## src/rtl/wb_stage_p_pkg.sv

```systemverilog
// Shared encodings for the writeback stage: result select, load type and late-write arbiter state.
package wb_stage_p_pkg;

    typedef enum logic [1:0] {
        SEL_ALU  = 2'b00,
        SEL_MEM  = 2'b01,
        SEL_PC8  = 2'b10,
        SEL_ZERO = 2'b11
    } sel_e;

    typedef enum logic [2:0] {
        LD_W  = 3'b000,
        LD_HS = 3'b001,
        LD_HU = 3'b010,
        LD_BS = 3'b011,
        LD_BU = 3'b100
    } ld_type_e;

    typedef enum logic [1:0] {
        ARB_IDLE  = 2'b00,
        ARB_WAIT  = 2'b01,
        ARB_FORCE = 2'b10
    } arb_state_e;

endpackage

```

## src/rtl/wb_stage_p_load_ext.sv

```systemverilog
// Load extraction: picks a big-endian byte/half lane from the low 32 bits of the load word
// and extends it to DATA_W; purely combinational, no flow control.
module load_ext
    import wb_stage_p_pkg::*;
#(
    parameter int DATA_W = 32
) (
    input  logic [DATA_W-1:0] mem_out,
    input  logic [2:0]        ld_type,
    input  logic [1:0]        ld_off,
    output logic [DATA_W-1:0] ld_data
);

    logic [31:0] w_word;
    logic [15:0] w_half;
    logic [7:0]  w_byte;

    always_comb begin
        w_word = mem_out[31:0];
        // Lane 0 is the most significant byte of the word.
        w_half = ld_off[1] ? w_word[15:0] : w_word[31:16];
        case (ld_off)
            2'd0:    w_byte = w_word[31:24];
            2'd1:    w_byte = w_word[23:16];
            2'd2:    w_byte = w_word[15:8];
            default: w_byte = w_word[7:0];
        endcase
    end

    always_comb begin
        ld_data = DATA_W'(w_word);
        case (ld_type_e'(ld_type))
            LD_HS:   ld_data = {{(DATA_W-16){w_half[15]}}, w_half};
            LD_HU:   ld_data = {{(DATA_W-16){1'b0}}, w_half};
            LD_BS:   ld_data = {{(DATA_W-8){w_byte[7]}}, w_byte};
            LD_BU:   ld_data = {{(DATA_W-8){1'b0}}, w_byte};
            default: ld_data = DATA_W'(w_word);
        endcase
    end

endmodule

```

## src/rtl/wb_stage_p.sv

```systemverilog
// Writeback stage: an accepted request drives the rf_* write port one cycle later (1-cycle latency).
// Late multi-cycle writes take idle slots; after MAX_WAIT refusals in_ready drops for one forced slot.
module wb_stage_p
    import wb_stage_p_pkg::*;
#(
    parameter int DATA_W   = 32,
    parameter int RA_W     = 5,
    parameter int MAX_WAIT = 4
) (
    input  logic              clk,
    input  logic              rst_n,
    input  logic              in_valid,
    output logic              in_ready,
    input  logic [DATA_W-1:0] alu_out,
    input  logic [DATA_W-1:0] mem_out,
    input  logic [DATA_W-1:0] pc_plus4,
    input  logic [1:0]        sel,
    input  logic [2:0]        ld_type,
    input  logic [1:0]        ld_off,
    input  logic              reg_we,
    input  logic [RA_W-1:0]   dst,
    input  logic              late_valid,
    output logic              late_ready,
    input  logic [RA_W-1:0]   late_dst,
    input  logic [DATA_W-1:0] late_data,
    output logic              rf_we,
    output logic [RA_W-1:0]   rf_waddr,
    output logic [DATA_W-1:0] rf_wdata
);

    localparam int              CNT_W      = (MAX_WAIT < 1) ? 1 : $clog2(MAX_WAIT + 1);
    localparam logic [CNT_W-1:0] CNT_MAX   = CNT_W'(MAX_WAIT);
    localparam bit              LATE_FIRST = (MAX_WAIT == 0);

    arb_state_e        r_state, w_state_nxt;
    logic [CNT_W-1:0]  r_cnt, w_cnt_nxt, w_cnt_inc;
    logic              w_in_ready, w_late_ready, w_pipe_acc;
    logic [DATA_W-1:0] w_ld_data, w_sel_data;
    logic              r_rf_we;
    logic [RA_W-1:0]   r_rf_waddr;
    logic [DATA_W-1:0] r_rf_wdata;

    load_ext #(.DATA_W(DATA_W)) u_load_ext (
        .mem_out (mem_out),
        .ld_type (ld_type),
        .ld_off  (ld_off),
        .ld_data (w_ld_data)
    );

    always_comb begin
        w_sel_data = '0;
        case (sel_e'(sel))
            SEL_ALU: w_sel_data = alu_out;
            SEL_MEM: w_sel_data = w_ld_data;
            SEL_PC8: w_sel_data = pc_plus4 + DATA_W'(4);
            default: w_sel_data = '0;
        endcase
    end

    // The entry always retires in the cycle it is presented, so only FORCE (or reset) blocks the pipe.
    assign w_in_ready = rst_n && (r_state != ARB_FORCE) && !(LATE_FIRST && late_valid);
    assign w_pipe_acc = in_valid && w_in_ready;
    assign w_cnt_inc  = (r_cnt == CNT_MAX) ? r_cnt : r_cnt + CNT_W'(1);

    always_comb begin
        w_state_nxt  = ARB_IDLE;
        w_cnt_nxt    = '0;
        w_late_ready = 1'b0;
        if (r_state == ARB_FORCE) begin
            w_late_ready = late_valid;
        end else if (late_valid) begin
            if (!w_pipe_acc) begin
                w_late_ready = 1'b1;
            end else begin
                w_cnt_nxt   = w_cnt_inc;
                w_state_nxt = (w_cnt_inc == CNT_MAX) ? ARB_FORCE : ARB_WAIT;
            end
        end
        w_late_ready = w_late_ready && rst_n;
    end

    always_ff @(posedge clk or negedge rst_n) begin
        if (!rst_n) begin
            r_state    <= ARB_IDLE;
            r_cnt      <= '0;
            r_rf_we    <= 1'b0;
            r_rf_waddr <= '0;
            r_rf_wdata <= '0;
        end else begin
            r_state <= w_state_nxt;
            r_cnt   <= w_cnt_nxt;
            if (w_pipe_acc) begin
                r_rf_we    <= reg_we && (dst != '0);
                r_rf_waddr <= dst;
                r_rf_wdata <= w_sel_data;
            end else if (w_late_ready) begin
                r_rf_we    <= (late_dst != '0);
                r_rf_waddr <= late_dst;
                r_rf_wdata <= late_data;
            end else begin
                r_rf_we <= 1'b0;
            end
        end
    end

    assign in_ready   = w_in_ready;
    assign late_ready = w_late_ready;
    assign rf_we      = r_rf_we;
    assign rf_waddr   = r_rf_waddr;
    assign rf_wdata   = r_rf_wdata;

endmodule

```

## config.mk

```make
export PLATFORM = sky130hd
export DESIGN_NAME = wb_stage_p
export DESIGN_NICKNAME = d
export VERILOG_FILES = /design/src/rtl/wb_stage_p_pkg.sv /design/src/rtl/wb_stage_p_load_ext.sv /design/src/rtl/wb_stage_p.sv
export SDC_FILE = /design/constraint.sdc
export NUM_CORES = 1
export LEC_CHECK = 0
export ABC_AREA = 1
export CAP_MARGIN = 30
export CORE_UTILIZATION = 43
export CTS_CLUSTER_SIZE = 24
export DETAILED_ROUTE_END_ITERATION = 12
export PLACE_DENSITY = 0.93
export SLEW_MARGIN = 30
export SYNTH_ARGS = -nofsm -noshare
export SYNTH_HDL_FRONTEND = slang
export SYNTH_SLANG_ARGS = --single-unit
```

## constraint.sdc

```tcl
create_clock -name clk -period 1.9 [get_ports clk]
set_input_delay 0.57 -clock clk [delete_from_list [all_inputs] [get_ports clk]]
set_output_delay 0.57 -clock clk [all_outputs]
set_load 0.02 [all_outputs]
```

==> run_results.csv, run 1 <==
group,metric,value,unit
floorplanning,die_area,0.0104,mm2
critical_path,cp.required,1.33,ns
floorplanning,core_area,0.00973,mm2
global_route,use_met1,39.8,%
floorplanning,die_height,102,um
power,p_per_area,468,mW/mm2
placement,io_buffers,189,
route,drc,0,
critical_path,critPathSlowestCell,"clkdlybuf4s50_1",
timing,slew_violations,0,
yosys,synthArstFlopShare,100,%
timing,hold_slack,0.274,ns
yosys,synth-compound-area-share,16.2,%
finish,area_growth_syn_to_layout,72.1,%
yosys,yosysUniqueCellTypes,42,
power,seq_power_share,31.6,%
yosys,syn_nets,885,
clocking,h-tree-depth,2,
finish,drive_gt1_share,21.0,%
placement,post_dp_cell_area,0.00686,mm2
hold_path,hold_class,"in -> async",
clocking,numCtsBuffers,5,
yosys,ys_ff_latch,43,
yosys,synth_top_family_by_area,"simple AND/OR/NAND/NOR gates",
yosys,synth-edff-count,0,
global_route,grt_pass1_vias,5615,
yosys,synth-simple-area-share,48.3,%
floorplanning,dieWidth,102,um
route,drtIter0Drc,583,
clocking,tritoncts,"done",
floorplanning,ioPinCount,190,
placement,dp_hpwl,13600,um
route,wl,17600,um
route,ant_nets,0,
global_route,grt_max_degree,40,
clocking,worst_skew_pair.late_latency,0.30,ns
critical_path,critPathKind,"reg -> out",
global_route,antenna_found_initial,0,
power,p_int,2.22,mW
route,firstDrtPassIters,6,
critical_path,worstPathCellList,"clkdlybuf4s50_1",
yosys,synthCells,732,
timing,fmax,533,MHz
global_route,grt.met2_usage,58.2,%
finish,diodes,0,
floorplanning,start_util,44.0,%
timing,final_hold_viol_count,0,
power,p_leak,3.52,nW
yosys,avgSynthCellArea,5.85,um2
timing,tightest_slew,0.405,ns
critical_path,cp-start-kind,"flip-flop",
power,p_switching,1.23,mW
global_route,grt_pass1_wl,26600,um
route,wl_per_cell,15.7,um
placement,place_congestion,1.02,
global_route,grt-ovfl-total,0,
yosys,synth_area,0.00428,mm2
yosys,seq_area_frac_synth,25.1,%
floorplanning,row_count,36,
yosys,yosys_warnings,0,
finish,mostFrequentLayoutCells,"nand2_1 (209), clkdlybuf4s50_1 (152), nor2_1 (111), buf_4 (75), nand3_1 (59)",
clocking,cts.clk_slew.worst_paths,0.09,ns
clocking,clockBufferDepth,2,
critical_path,crit_family,"buffers and inverters",
run_status,status,"finished clean",
power,clkPwrFrac,20.7,%
yosys,synth-xor-area-share,0.409,%
power,total_power,3.45,mW
power,ir_drop,0.000323,V
finish,final_common_cell,"nand2_1",
critical_path,cp.buffers_inverters,1,
timing,setup_viol,0,
critical_path,end_kind,"output port",
route,viasPerCell,5.37,
yosys,synth_mux_area_share,0,%
finish,design_area,0.00737,mm2
timing,setup_tns,0,ns
global_route,grt_use_total,33.2,%
yosys,ys.flop_type,"dfrtp_1",
timing,skew,0.00851,ns
clocking,cts_root_buf,"clkbuf_8",
critical_path,path_max_fanout,2,
clocking,cts_hold_buf,0,
route,vias,6027,
global_route,grt_util_met3,3.86,%
power,pwr-share-comb,47.7,%
critical_path,cpPeakStageDelay,0.65,ns
power,switching_share,35.6,%
timing,post-route-period-util,98.8,%
timing,slew_headroom,72.7,%
timing,period_needed,1.88,ns
flow_run,cap_viol_max_count,0,
clocking,cts_sinks,43,
global_route,gr-max-usage-layer,"met2",
finish,fin_nets,1142,
critical_path,cp.arrival,1.31,ns
timing,grt_setup_unrepaired,"yes",
yosys,synthAdderAreaFrac,0.876,%
-- power groups by stage --
stage / registers (mW) / clock network (mW) / logic, mW
2_1_floorplan: 1.24 / 0 / 0.536
3_3_place_gp: 1.10 / 0 / 1.52
3_5_place_dp: 1.11 / 0 / 1.54
4_1_cts: 1.09 / 0.719 / 1.59
5_1_grt: 1.10 / 0.749 / 1.77
6_report: 1.09 / 0.715 / 1.65
-- stage by stage --
step	worst slack (ns)	std cells	util, %
finish	0.0232	1123	75.7
detailed placement	-0.588	1104	70.5
global route	-0.0784	1123	75.7
global placement	-0.574	1104	70.5
CTS	-0.0310	1120	73.5
floorplan	0.0492	732	-
-- repair_timing --
item	CTS	global route
hold endpoints to repair	0	0
pin swaps	9	19
endpoints found under the setup margin	34	39
buffers inserted	5	3
cloned	3	0
resized for setup	49	77
-- registers in the layout, summed over array words and instances (netlist names) --
signal	count
rf_we	1
r_cnt	3
rf_wdata	32
rf_waddr	5
r_state	2
-- cells in the mapped netlist, types with 3 or more instances --
cell type | instances | area share [%]
nor2_1 | 133 | 12
nand2_1 | 229 | 20
nor2_4 | 7 | 1.8
nand2_2 | 11 | 1.6
a21oi_1 | 39 | 4.6
inv_1 | 59 | 5.2
nand3_2 | 3 | 0.70
nand3_4 | 3 | 1.2
nor3_1 | 3 | 0.35
dfrtp_1 | 43 | 25
clkinv_1 | 3 | 0.26
nor2_2 | 6 | 0.88
buf_4 | 5 | 0.88
o21bai_1 | 4 | 0.70
o21ai_0 | 46 | 5.4
a21oi_2 | 10 | 2.0
buf_2 | 10 | 1.2
a22oi_1 | 3 | 0.53
nand4_1 | 3 | 0.44
ha_1 | 3 | 0.88
a22o_1 | 3 | 0.61
nand3_1 | 67 | 7.8
clkbuf_1 | 7 | 0.61
o22ai_1 | 5 | 0.73
and2_1 | 3 | 0.44
-- layer usage --
metal / vias up / wire length, um
met2: 372 / 8460
met5: - / 0
met4: 0 / 942
met1: 2703 / 6730
li1: 2872 / -
met3: 80 / 1460
-- logic make-up after synthesis --
kind of cell               after synthesis
xor gates and xnor gates                 2
AOI/OAI and AO/OA                      120
DFF                                     43
adders and majority gates                3
and+or+nand+nor                        475
buffers and inverters                   89
-- layout make-up --
cell class / count / area, um2
clock buffers: 5 / 68.8
flip-flops and latches: 43 / 1080
repair buffers: 273 / 2670
fillers: 736 / 2360
multi-input cells: 602 / 3100
inverters: 64 / 244
well taps: 133 / 166
clock inverters: 3 / 43.8
-- path summary, 6_finish.rpt --
check	from	endpoint	slack (ns)	cells after the start
min in group clk	rf_wdata[18]$_DFFE_PN0P_	rf_wdata[18]$_DFFE_PN0P_	0.52	2
worst max register to register	r_state[0]$_DFF_PN0_	r_cnt[2]$_DFF_PN0_	0.24	8
worst min-delay path	rst_n	r_state[1]$_DFF_PN0_	0.27	2
worst max-delay path	rf_wdata[13]$_DFFE_PN0P_	rf_wdata[13]	0.02	1
worst min register to register	rf_wdata[18]$_DFFE_PN0P_	rf_wdata[18]$_DFFE_PN0P_	0.52	2
max in group asynchronous	rst_n	rf_wdata[28]$_DFFE_PN0P_	1.38	2
Note: power is estimated with default switching activity, not from simulation.
==> run 2, diff against run 1 <==
Settings changed: CTS_CLUSTER_SIZE 24 to 40.
==> results of run 2 <==
No change in the layout: final DEF, timing and power equal those of run 1.
